### src/rtl/sopc_reg_bank_if.sv
// Avalon-MM register slave bus for sopc_reg_bank.
interface sopc_reg_bank_if #(
    parameter int DATA_W = 32,
    parameter int ADDR_W = 3
);
    logic [ADDR_W-1:0]   avs_reg_address;
    logic                avs_reg_read_n;
    logic                avs_reg_write_n;
    logic [DATA_W-1:0]   avs_reg_writedata;
    logic [DATA_W/8-1:0] avs_reg_byteenable;
    logic [DATA_W-1:0]   avs_reg_readdata;
    logic                avs_reg_readdatavalid;
    logic                avs_reg_waitrequest_n;

    modport master (
        output avs_reg_address,
        output avs_reg_read_n,
        output avs_reg_write_n,
        output avs_reg_writedata,
        output avs_reg_byteenable,
        input  avs_reg_readdata,
        input  avs_reg_readdatavalid,
        input  avs_reg_waitrequest_n
    );

    modport slave (
        input  avs_reg_address,
        input  avs_reg_read_n,
        input  avs_reg_write_n,
        input  avs_reg_writedata,
        input  avs_reg_byteenable,
        output avs_reg_readdata,
        output avs_reg_readdatavalid,
        output avs_reg_waitrequest_n
    );
endinterface

### src/rtl/sopc_reg_bank.sv
// Parametrised Avalon-MM register bank: RW, read-only status and W1C event
// registers, byte enables, pipelined reads and an event interrupt.
module sopc_reg_bank #(
    parameter int          DATA_W       = 32,
    parameter int          NUM_REGS     = 8,
    parameter int          ADDR_W       = 3,
    parameter int          READ_LATENCY = 1,
    parameter logic [15:0] RO_MASK      = '0,
    parameter logic [15:0] W1C_MASK     = '0
) (
    input  logic                         csi_clockreset_clk,
    input  logic                         csi_clockreset_reset_n,
    sopc_reg_bank_if.slave               avs_reg,
    output logic [NUM_REGS*DATA_W-1:0]   coe_reg_q,
    input  logic [NUM_REGS*DATA_W-1:0]   coe_status_in,
    output logic                         coe_irq
);
    localparam int BE_W = DATA_W / 8;

    typedef enum logic [1:0] {S_WAIT0, S_WAIT1, S_READY} state_t;

    state_t            r_state;
    state_t            w_state_nxt;
    logic              w_ready;
    logic              w_wr_acc;
    logic              w_rd_acc;
    logic              w_irq;
    logic              w_unused_status;
    logic [DATA_W-1:0] w_be_mask;
    logic [DATA_W-1:0] w_rd_mux;
    logic [DATA_W-1:0] r_regs     [NUM_REGS];
    logic [DATA_W-1:0] w_regs_nxt [NUM_REGS];
    logic              r_rvalid;
    logic [DATA_W-1:0] r_rdata;

    // Start-up state register: counts the two edges after reset release.
    always_ff @(posedge csi_clockreset_clk or negedge csi_clockreset_reset_n) begin
        if (!csi_clockreset_reset_n) begin
            r_state <= S_WAIT0;
        end else begin
            r_state <= w_state_nxt;
        end
    end

    // Start-up next state; the bus is opened only once S_READY is reached.
    always_comb begin
        w_state_nxt = r_state;
        w_ready     = 1'b0;
        case (r_state)
            S_WAIT0: w_state_nxt = S_WAIT1;
            S_WAIT1: w_state_nxt = S_READY;
            S_READY: w_ready     = 1'b1;
            default: w_state_nxt = S_WAIT0;
        endcase
    end

    assign avs_reg.avs_reg_waitrequest_n = w_ready;

    // A simultaneous read and write performs only the write.
    assign w_wr_acc = w_ready & ~avs_reg.avs_reg_write_n;
    assign w_rd_acc = w_ready & ~avs_reg.avs_reg_read_n & avs_reg.avs_reg_write_n;

    // Status slices of plain RW registers are intentionally ignored.
    assign w_unused_status = ^coe_status_in;

    // Expand byte enables to a bit mask.
    always_comb begin
        w_be_mask = '0;
        for (int unsigned b = 0; b < BE_W; b++) begin
            w_be_mask[b*8 +: 8] = {8{avs_reg.avs_reg_byteenable[b]}};
        end
    end

    // Read mux on pre-update register values; unmapped addresses read 0.
    always_comb begin
        w_rd_mux = '0;
        for (int unsigned i = 0; i < NUM_REGS; i++) begin
            if (avs_reg.avs_reg_address == ADDR_W'(i)) begin
                w_rd_mux = r_regs[i];
            end
        end
    end

    // Per-register next value according to its RW / RO / W1C personality.
    always_comb begin
        for (int unsigned i = 0; i < NUM_REGS; i++) begin
            w_regs_nxt[i] = r_regs[i];
            if (W1C_MASK[i]) begin
                // Clear first, then OR in new events so that set wins.
                if (w_wr_acc && avs_reg.avs_reg_address == ADDR_W'(i)) begin
                    w_regs_nxt[i] = r_regs[i] & ~(avs_reg.avs_reg_writedata & w_be_mask);
                end
                w_regs_nxt[i] = w_regs_nxt[i] | coe_status_in[i*DATA_W +: DATA_W];
            end else if (RO_MASK[i]) begin
                w_regs_nxt[i] = coe_status_in[i*DATA_W +: DATA_W];
            end else if (w_wr_acc && avs_reg.avs_reg_address == ADDR_W'(i)) begin
                w_regs_nxt[i] = (r_regs[i] & ~w_be_mask)
                              | (avs_reg.avs_reg_writedata & w_be_mask);
            end
        end
    end

    // Register storage.
    always_ff @(posedge csi_clockreset_clk or negedge csi_clockreset_reset_n) begin
        if (!csi_clockreset_reset_n) begin
            for (int unsigned i = 0; i < NUM_REGS; i++) begin
                r_regs[i] <= '0;
            end
        end else begin
            r_regs <= w_regs_nxt;
        end
    end

    // Flatten registers onto the conduit and OR all event bits into the irq.
    always_comb begin
        coe_reg_q = '0;
        w_irq     = 1'b0;
        for (int unsigned i = 0; i < NUM_REGS; i++) begin
            coe_reg_q[i*DATA_W +: DATA_W] = r_regs[i];
            if (W1C_MASK[i]) begin
                w_irq = w_irq | (|r_regs[i]);
            end
        end
    end

    assign coe_irq = w_irq;

    generate
        if (READ_LATENCY == 2) begin : g_lat2
            logic              r_s1_vld;
            logic [DATA_W-1:0] r_s1_data;

            // Two-stage read pipeline; readdata only moves with a valid beat.
            always_ff @(posedge csi_clockreset_clk or negedge csi_clockreset_reset_n) begin
                if (!csi_clockreset_reset_n) begin
                    r_s1_vld  <= 1'b0;
                    r_s1_data <= '0;
                    r_rvalid  <= 1'b0;
                    r_rdata   <= '0;
                end else begin
                    r_s1_vld <= w_rd_acc;
                    if (w_rd_acc) begin
                        r_s1_data <= w_rd_mux;
                    end
                    r_rvalid <= r_s1_vld;
                    if (r_s1_vld) begin
                        r_rdata <= r_s1_data;
                    end
                end
            end
        end else begin : g_lat1
            // Single-stage read response; readdata holds between reads.
            always_ff @(posedge csi_clockreset_clk or negedge csi_clockreset_reset_n) begin
                if (!csi_clockreset_reset_n) begin
                    r_rvalid <= 1'b0;
                    r_rdata  <= '0;
                end else begin
                    r_rvalid <= w_rd_acc;
                    if (w_rd_acc) begin
                        r_rdata <= w_rd_mux;
                    end
                end
            end
        end
    endgenerate

    assign avs_reg.avs_reg_readdata      = r_rdata;
    assign avs_reg.avs_reg_readdatavalid = r_rvalid;
endmodule

### src/flat_wrapper.sv
// flat-port wrapper written by rule: the top's interface ports become plain ports
module sopc_reg_bank_flat 
#(
    parameter int          DATA_W       = 32,
    parameter int          NUM_REGS     = 8,
    parameter int          ADDR_W       = 3,
    parameter int          READ_LATENCY = 1,
    parameter logic [15:0] RO_MASK      = '0,
    parameter logic [15:0] W1C_MASK     = '0
)
  (csi_clockreset_clk, csi_clockreset_reset_n, coe_reg_q, coe_status_in, coe_irq, avs_reg_avs_reg_address, avs_reg_avs_reg_read_n, avs_reg_avs_reg_write_n, avs_reg_avs_reg_writedata, avs_reg_avs_reg_byteenable, avs_reg_avs_reg_readdata, avs_reg_avs_reg_readdatavalid, avs_reg_avs_reg_waitrequest_n);
  sopc_reg_bank_if #(.DATA_W(DATA_W), .ADDR_W(ADDR_W)) avs_reg_i ();
  input  logic csi_clockreset_clk;
  input  logic csi_clockreset_reset_n;
  output logic [NUM_REGS*DATA_W-1:0] coe_reg_q;
  input  logic [NUM_REGS*DATA_W-1:0] coe_status_in;
  output logic coe_irq;
  input wire logic [$bits(avs_reg_i.avs_reg_address)-1:0] avs_reg_avs_reg_address;
  input wire logic [$bits(avs_reg_i.avs_reg_read_n)-1:0] avs_reg_avs_reg_read_n;
  input wire logic [$bits(avs_reg_i.avs_reg_write_n)-1:0] avs_reg_avs_reg_write_n;
  input wire logic [$bits(avs_reg_i.avs_reg_writedata)-1:0] avs_reg_avs_reg_writedata;
  input wire logic [$bits(avs_reg_i.avs_reg_byteenable)-1:0] avs_reg_avs_reg_byteenable;
  output wire logic [$bits(avs_reg_i.avs_reg_readdata)-1:0] avs_reg_avs_reg_readdata;
  output wire logic [$bits(avs_reg_i.avs_reg_readdatavalid)-1:0] avs_reg_avs_reg_readdatavalid;
  output wire logic [$bits(avs_reg_i.avs_reg_waitrequest_n)-1:0] avs_reg_avs_reg_waitrequest_n;
  assign avs_reg_i.avs_reg_address = avs_reg_avs_reg_address;
  assign avs_reg_i.avs_reg_read_n = avs_reg_avs_reg_read_n;
  assign avs_reg_i.avs_reg_write_n = avs_reg_avs_reg_write_n;
  assign avs_reg_i.avs_reg_writedata = avs_reg_avs_reg_writedata;
  assign avs_reg_i.avs_reg_byteenable = avs_reg_avs_reg_byteenable;
  assign avs_reg_avs_reg_readdata = avs_reg_i.avs_reg_readdata;
  assign avs_reg_avs_reg_readdatavalid = avs_reg_i.avs_reg_readdatavalid;
  assign avs_reg_avs_reg_waitrequest_n = avs_reg_i.avs_reg_waitrequest_n;
  sopc_reg_bank #(.DATA_W(DATA_W), .NUM_REGS(NUM_REGS), .ADDR_W(ADDR_W), .READ_LATENCY(READ_LATENCY), .RO_MASK(RO_MASK), .W1C_MASK(W1C_MASK)) u_core (.csi_clockreset_clk(csi_clockreset_clk), .csi_clockreset_reset_n(csi_clockreset_reset_n), .avs_reg(avs_reg_i), .coe_reg_q(coe_reg_q), .coe_status_in(coe_status_in), .coe_irq(coe_irq));
endmodule
### config.mk
export PLATFORM = sky130hd
export DESIGN_NAME = sopc_reg_bank_flat
export DESIGN_NICKNAME = d
export VERILOG_FILES = /design/src/rtl/sopc_reg_bank_if.sv /design/src/rtl/sopc_reg_bank.sv /design/src/flat_wrapper.sv
export SDC_FILE = /design/constraint.sdc
export NUM_CORES = 1
export LEC_CHECK = 0
export ABC_AREA = 0
export CORE_AREA = 5 5 225 227
export CTS_BUF_LIST = sky130_fd_sc_hd__clkbuf_4 sky130_fd_sc_hd__clkbuf_8 sky130_fd_sc_hd__clkbuf_16
export CTS_CLUSTER_DIAMETER = 40
export DETAILED_ROUTE_END_ITERATION = 6
export DIE_AREA = 0 0 230 232
export GPL_TIMING_DRIVEN = 0
export SLEW_MARGIN = 25
export SYNTH_ARGS = -nofsm -noshare
export SYNTH_HDL_FRONTEND = slang
export SYNTH_SLANG_ARGS = --single-unit
### constraint.sdc
create_clock -name csi_clockreset_clk -period 2.7 [get_ports csi_clockreset_clk]
set_input_delay 0.54 -clock csi_clockreset_clk [delete_from_list [all_inputs] [get_ports csi_clockreset_clk]]
set_output_delay 0.54 -clock csi_clockreset_clk [all_outputs]
set_load 0.02 [all_outputs]
* Word-level counts from Yosys, hierarchy flattened
Index checks and enable logic that the tools add are counted.
Storage, ports and cells: output and inout bits 291, logic and storage cells 63, input bits 299, flip-flop bits (word level) 291
Cells by class: reduce and logical (&&, ||, !) cells 10, mux-type cells 10, equality and inequality tests 9, bitwise operators 23
Operators with widths (number):
- 32-bit AND | 9
- 32-bit two-way mux | 8
- 32-bit bitwise OR | 8
- 32-bit NOT | 1
- 3-bit == test (second input constant) | 4
- 1-bit logical AND | 8
- 3-bit by 2-bit == test with 1-bit output (second input constant) | 2
- 2-bit case mux with 3 select lines | 1
- 1-bit AND | 3
- 3-bit by 1-bit == test with 1-bit output (second input constant) | 1
- 3-bit logical NOT | 1
- 2-bit by 1-bit == test with 1-bit output (second input constant) | 1
- 2-bit == test (second input constant) | 1
- 2-bit logical NOT | 1
- 1-bit NOT | 2
- 1-bit two-way mux | 1

* Depth between registers and ports, before layout
Gate-level depths: netlist of the first run.
depth in word-level cells 9, mapped depth 7

* Least setup slack after synthesis of the first run
Ideal clock, no wire load.
path kind input port to flip-flop, start in avs_reg_avs_reg_address[2], end reg (tool-made name), data required time 2575 ps, path slack 793 ps, path buffers 2, library setup time 125 ps, cell stages on the path 6, arrival time 1782 ps, path through buf_4 -> and2b_1 -> buf_2 -> nand2_1 -> nor2_2 -> mux2_2
RTL lines:
- start, declared | RTL line flat_wrapper.sv:18 | input wire logic [$bits(avs_reg_i.avs_reg_address)-1:0] avs_reg_avs_reg_address;

==> results of run 1 <==
==> how the worst min path moves through the flow <==
stage,start,to,depth (start not counted)
floorplan,csi_clockreset_reset_n,asynchronous set/reset pin,0
global placement,u_core.r_state[1],u_core.r_state[0],1
detailed placement,u_core.avs_reg.avs_reg_readdata[31],u_core.avs_reg.avs_reg_readdata[31],2
CTS,csi_clockreset_reset_n,asynchronous set/reset pin,2
global route,csi_clockreset_reset_n,asynchronous set/reset pin,2
finish,csi_clockreset_reset_n,asynchronous set/reset pin,2
==> synthesized netlist by cell type, drive strengths merged (2+ instances only) <==
master,n
mux2i,23
a22oi,9
a21oi,64
clkbuf,16
nor2,35
o21ai,9
buf,46
o221ai,32
mux2,265
nor3b,3
o31ai,23
nor2b,12
o2bb2ai,23
and2,15
o21ba,23
nand2b,33
o41a,23
dfrtp,291
inv,2
nor3,4
a221o,9
and3b,9
nand2,45
nand3,6
or2,24
==> cells by family (layout without fill, tap and decap cells) <==
kind of cell,after synthesis,in the layout,synth area share [%]
AOI/OAI and AO/OA,215,215,13.52
xor gates and xnor gates,1,1,0.06260
buffers and inverters,64,493,2.709
DFF,291,291,52.04
muxes,288,288,23.18
other,1,5,0.02680
and+or+nand+nor,188,188,8.459
==> through the flow <==
| stage | std cells | TNS, ns |
|---|---|---|
| CTS | 2099 | 0 |
| detailed placement | 2003 | -89.90 |
| global route | 2099 | 0 |
| global placement | 2000 | -3572.62 |
| finish | 2103 | 0 |
| floorplan | 1048 | 0 |
==> layout make-up <==
class                      instances  area, um2  area share [%]
antenna                            4      10.01         0.05006
sequential                       291       7282           36.42
multi-input combinational        693       6332           31.67
inverter                           2      7.507         0.03754
tap                              622      778.2           3.892
timing repair buffer             334       3401           17.01
clock inverter                    24      300.3           1.502
buffer                            62      372.9           1.865
clock buffer                      71       1511           7.559
==> worst register-to-register path: stages (launching register included) <==
cell      delay [ns]
dfrtp_1         0.41
nor2b_1         0.18
nand3b_1        0.13
clkbuf_1        0.76
nor2_2          0.37
a221o_1         0.46
==> metal layers <==
metal	wire length (um)	vias to the layer above	track usage, %
met5	0	-	0
met4	1531	0	6.408
met3	4028	77	6.065
met2	26950	367	34.03
met1	23660	5569	25.92
li1	-	4706	-
==> repair_timing <==
action,in CTS,in global routing
setup endpoints to repair,0,0
buffers inserted,0,0
resized for setup,0,0
endpoints found under the hold margin,47,0
hold buffers,1,0
==> power by group through the flow <==
stage / Combinational (mW) / Clock [mW] / Sequential (mW)
after floorplan: 1.67 / 0 / 7.29
final: 5.71 / 6.75 / 6.25
after global placement: 5.68 / 0 / 6.29
after CTS: 5.78 / 6.89 / 6.25
after global routing: 6.02 / 7.07 / 6.38
after detailed placement: 5.75 / 0 / 6.31
==> impl_metrics.csv, run 1 <==
group,metric,value,unit
placement,gp_congestion,0.8032,
setup_path,critPathMaxStageDelay,0.71,ns
route,wire_per_inst,26.71,um
sta,period_minus_slack,2.659,ns
clock_network,clkSlewWorstSetupHoldPaths,0.05,ns
run,cap_violations,0,
pwr,p_per_area,936.0,nW/um2
logic_synthesis,avgSynthCellArea,13.35,um2
setup_path,cp.required,3.16,ns
pwr,ir_worst_vdd,0.5005,mV
setup_path,critPathLaunch,"avs_reg_avs_reg_address[0]",
logic_synthesis,synth_area_leaders,"dfrtp_1 (52%), mux2_2 (20%), a21oi_1 (2.3%)",
route,first_pass_iters,5,
clock_network,numCtsBuffers,52,
layout,nets,1735,
clock_network,clock_sinks,291,
logic_synthesis,ys_ff_latch,291,
global_route,grt_pass1_wl,80.54,mm
global_route,antenna_found_initial,2,
pwr,power,18.71,mW
placement,pre_cts_slack,-0.5156,ns
logic_synthesis,ys_warn_count,0,
run_status,status,"finished, final reports clean",
layout,layout-drive-gt1-share,35.07,%
logic_synthesis,yosysUniqueCellTypes,45,
floorplanning,die_w,230,um
hold_path,worstHoldPathType,"input pin to asynchronous set/reset pin",
logic_synthesis,synth-edff-count,0,
sta,relSlewSlack,33.26,%
placement,place_area,18160,um2
global_route,overflow,0,
pwr,p_sw_share,32.00,%
pwr,pwr-share-seq,33.4,%
pwr,intPower,12.73,mW
pwr,power.share.clock,36.1,%
clock_network,ctsRootBufferMaster,"clkbuf_16",
pwr,leakagePower,8.320,nW
logic_synthesis,synth_cells,1048,
floorplanning,ios,590,
setup_path,crit_cells,6,
sta,finalCritPeriodShare,98.49,%
logic_synthesis,synth_ff_type,"dfrtp_1",
route,viasPerCell,5.097,
setup_path,crit_type,"input pin to flop",
floorplanning,dieArea,53360,um2
clock_network,cts_tree,"built",
layout,fillers,4636,
setup_path,crit_fanout,10,
setup_path,crit_chain,"clkdlybuf4s50_1 > and2b_1 > buf_2 > nand2_1 > nor2_2 > mux2_2",
logic_synthesis,syn-num-nets,1347,
sta,rsz0062_at_grt,"no",
setup_path,rr_worst_depth,5,
setup_path,path_delay_family,"simple AND/OR/NAND/NOR gates",
sta,fmax,376.1,MHz
setup_path,start_kind,"input pin",
logic_synthesis,synthArstFlopShare,100.0,%
route,drc,0,
global_route,grt_max_degree,88,
floorplanning,coreArea,48440,um2
setup_path,reg2reg_setup_slack,0.27,ns
layout,final_cell_mix,"clkdlybuf4s50_1 (329), dfrtp_1 (291), mux2_2 (252), a21oi_1 (64), clkbuf_16 (53)",
setup_path,r2r-start,"u_core.r_state[1]",
floorplanning,dieHeight,232,um
sta,tightest_slew,1.001,ns
route,wl,56.17,mm
sta,finalHoldWorstSlack,0.4649,ns
clock_network,insertion_delay,0.57,ns
sta,worst_slack,0.04089,ns
placement,post-dp-hpwl,39.43,mm
sta,setup_viol,0,
logic_synthesis,netlist.area_leader.share,52.04,%
pwr,switchingPower,5.989,mW
logic_synthesis,ys_seq_area_share,52.04,%
setup_path,crit_buf_inv,2,
placement,port_buffers,330,
route,antenna_left,0,
clock_network,cts_max_path_buffers,3,
sta,clock_skew,0.008736,ns
layout,final_common_cell,"clkdlybuf4s50_1",
floorplanning,initial_core_util,28.89,%
logic_synthesis,syn_area,13990,um2
sta,hold_viol,0,
route,vias,10719,
layout,area_growth_syn_to_layout,42.89,%
global_route,grt_pass1_vias,11463,
clock_network,htree_num_levels,2,
layout,finish.instance_area,20000,um2
sta,slew_viol_final,0,
setup_path,arrival,3.12,ns
setup_path,slowest_stage,"nor2_2",
setup_path,reg2reg_to,"u_core.avs_reg.avs_reg_readdata[4]",
floorplanning,row_count,81,
setup_path,crit_path_end_kind,"flop",
pwr,combPwrFrac,30.5,%
layout,fin_util,41.28,%
route,drtIter0Drc,504,
global_route,track_usage,20.50,%
logic_synthesis,synth_area_leader_cell,"dfrtp_1",
No activity file was read; power rests on OpenSTA's default activity.
==> inputs of run 2 (changes only) <==
Settings changed: CORE_AREA 5 5 225 227 to 2 2 233 235, DIE_AREA 0 0 230 232 to 0 0 235 237.
==> impl_metrics.csv, run 2 (synthesis results as in run 1) <==
group,metric,value,unit
run_status,status,"finished, final reports clean",
global_route,grt_pass1_wl,81.37,mm
setup_path,reg2reg_setup_slack,0.25,ns
setup_path,start_kind,"input pin",
sta,hold_viol,0,
pwr,power,19.49,mW
global_route,overflow,0,
floorplanning,initial_core_util,26.26,%
clock_network,clkSlewWorstSetupHoldPaths,0.05,ns
layout,fillers,5101,
sta,rsz0062_at_grt,"no",
setup_path,crit_type,"input pin to flop",
sta,finalCritPeriodShare,99.66,%
setup_path,rr_worst_depth,4,
pwr,power.share.clock,38.6,%
setup_path,cp.required,3.18,ns
pwr,p_sw_share,32.05,%
global_route,grt_max_degree,90,
clock_network,cts_max_path_buffers,3,
layout,antennaDiodeCount,0,
route,antenna_left,0,
hold_path,worstHoldPathType,"input pin to asynchronous set/reset pin",
route,drc,0,
setup_path,crit_fanout,10,
sta,relSlewSlack,33.80,%
clock_network,insertion_delay,0.59,ns
pwr,switchingPower,6.247,mW
clock_network,cts_setup_buffers,0,
clock_network,numCtsBuffers,57,
sta,finalHoldWorstSlack,0.4521,ns
clock_network,cts_hold_repair.buffers,1,
clock_network,clock_sinks,291,
pwr,pwr-share-seq,32.1,%
global_route,track_usage,20.10,%
route,vias,10788,
route,first_pass_iters,7,
global_route,antenna_found_initial,2,
pwr,combPwrFrac,29.3,%
route,wire_per_inst,26.09,um
floorplanning,dieArea,55700,um2
route,wl,57.00,mm
layout,final_cells,2185,
placement,gp_congestion,0.8097,
sta,period_minus_slack,2.691,ns
setup_path,arrival,3.17,ns
clock_network,htree_num_levels,2,
layout,final_cell_mix,"clkdlybuf4s50_1 (329), dfrtp_1 (291), mux2_2 (252), a21oi_1 (64), clkbuf_16 (59)",
sta,slew_viol_final,0,
pwr,p_per_area,959.3,nW/um2
layout,multi_input_area,6332,um2
setup_path,r2r-start,"u_core.r_state[0]",
placement,post-dp-hpwl,39.93,mm
clock_network,ctsRootBufferMaster,"clkbuf_16",
run,cap_violations,0,
layout,nets,1740,
clock_network,ctsResizeCount,0,
floorplanning,die_w,235,um
floorplanning,row_count,85,
placement,port_buffers,330,
layout,finish.instance_area,20320,um2
placement,place_area,18260,um2
sta,clock_skew,0.01332,ns
sta,fmax,371.7,MHz
route,drtIter0Drc,549,
layout,area_growth_syn_to_layout,45.22,%
pwr,leakagePower,8.405,nW
setup_path,crit_path_end_kind,"flop",
floorplanning,ios,590,
route,viasPerCell,4.937,
floorplanning,coreArea,53280,um2
pwr,ir_worst_vdd,0.5995,mV
floorplanning,dieHeight,237,um
clock_network,cts_tree,"built",
sta,setup_viol,0,
global_route,grt_pass1_vias,11459,
pwr,intPower,13.25,mW
placement,place_inst,2077,
layout,layout-drive-gt1-share,35.66,%
sta,tightest_slew,0.9931,ns
layout,ff_latch_area,7282,um2
layout,final_common_cell,"clkdlybuf4s50_1",
## run 2: cell types whose count changed in the layout (fill, tap and decap cells not counted), sizes merged
| cell | delta |
|---|---|
| clkinvlp | +8 |
| clkinv | +2 |
| bufinv | +3 |
| inv | +4 |
| diode | -4 |
| clkbuf | -5 |
## run 2: final cells by class
cell class	count	area share, %
Multi-Input combinational cell	693	31.16
Buffer	62	1.841
Clock buffer	66	7.647
Sequential cell	291	35.84
Timing Repair Buffer	334	16.74
Tap cell	696	4.285
Inverter	2	0.03694
Clock inverter	41	2.457
## run 2: critical path, cell delays in order
cell and delay (ns):
clkdlybuf4s50_1 0.61, and2b_1 0.30, buf_2 0.31, nand2_1 0.27, nor2_2 0.71, mux2_2 0.41
## run 2: worst max path at each step
| stage | start | end | slack (ns) |
|---|---|---|---|
| floorplan | avs_reg_avs_reg_address[2] | flop | 0.79 |
| global placement | csi_clockreset_reset_n | u_core.avs_reg.avs_reg_readdata[18] | -11.95 |
| detailed placement | avs_reg_avs_reg_address[0] | flop | -0.56 |
| CTS | avs_reg_avs_reg_address[0] | flop | 0.06 |
| global route | avs_reg_avs_reg_address[0] | flop | 0.003 |
| finish | avs_reg_avs_reg_address[0] | flop | 0.009 |
## run 2: power groups by stage
stage               Combinational, mW  Sequential (mW)  Clock [mW]
CTS                              5.77             6.25        7.66
finish                           5.71             6.25        7.53
floorplan                        1.67             7.29           0
detailed placement               5.75             6.30           0
global route                     6.01             6.38        7.87
global placement                 5.68             6.27           0
## run 2: layer usage
metal | GRT usage, % | part of all wire [%]
met1 | 25.43 | 42
met2 | 33.05 | 48
met3 | 6.144 | 7.3
met4 | 5.811 | 2.5
met5 | 0 | 0.058
## run 2: through the flow
| step | utilization [%] | setup TNS (ns) | setup slack (ns) |
|---|---|---|---|
| global placement | 34.10 | -3562.39 | -11.95 |
| CTS | 38.14 | 0 | 0.06176 |
| global route | 38.14 | 0 | 0.003170 |
| floorplan | - | 0 | 0.7935 |
| finish | 38.14 | 0 | 0.009303 |
| detailed placement | 34.27 | -90.78 | -0.5627 |
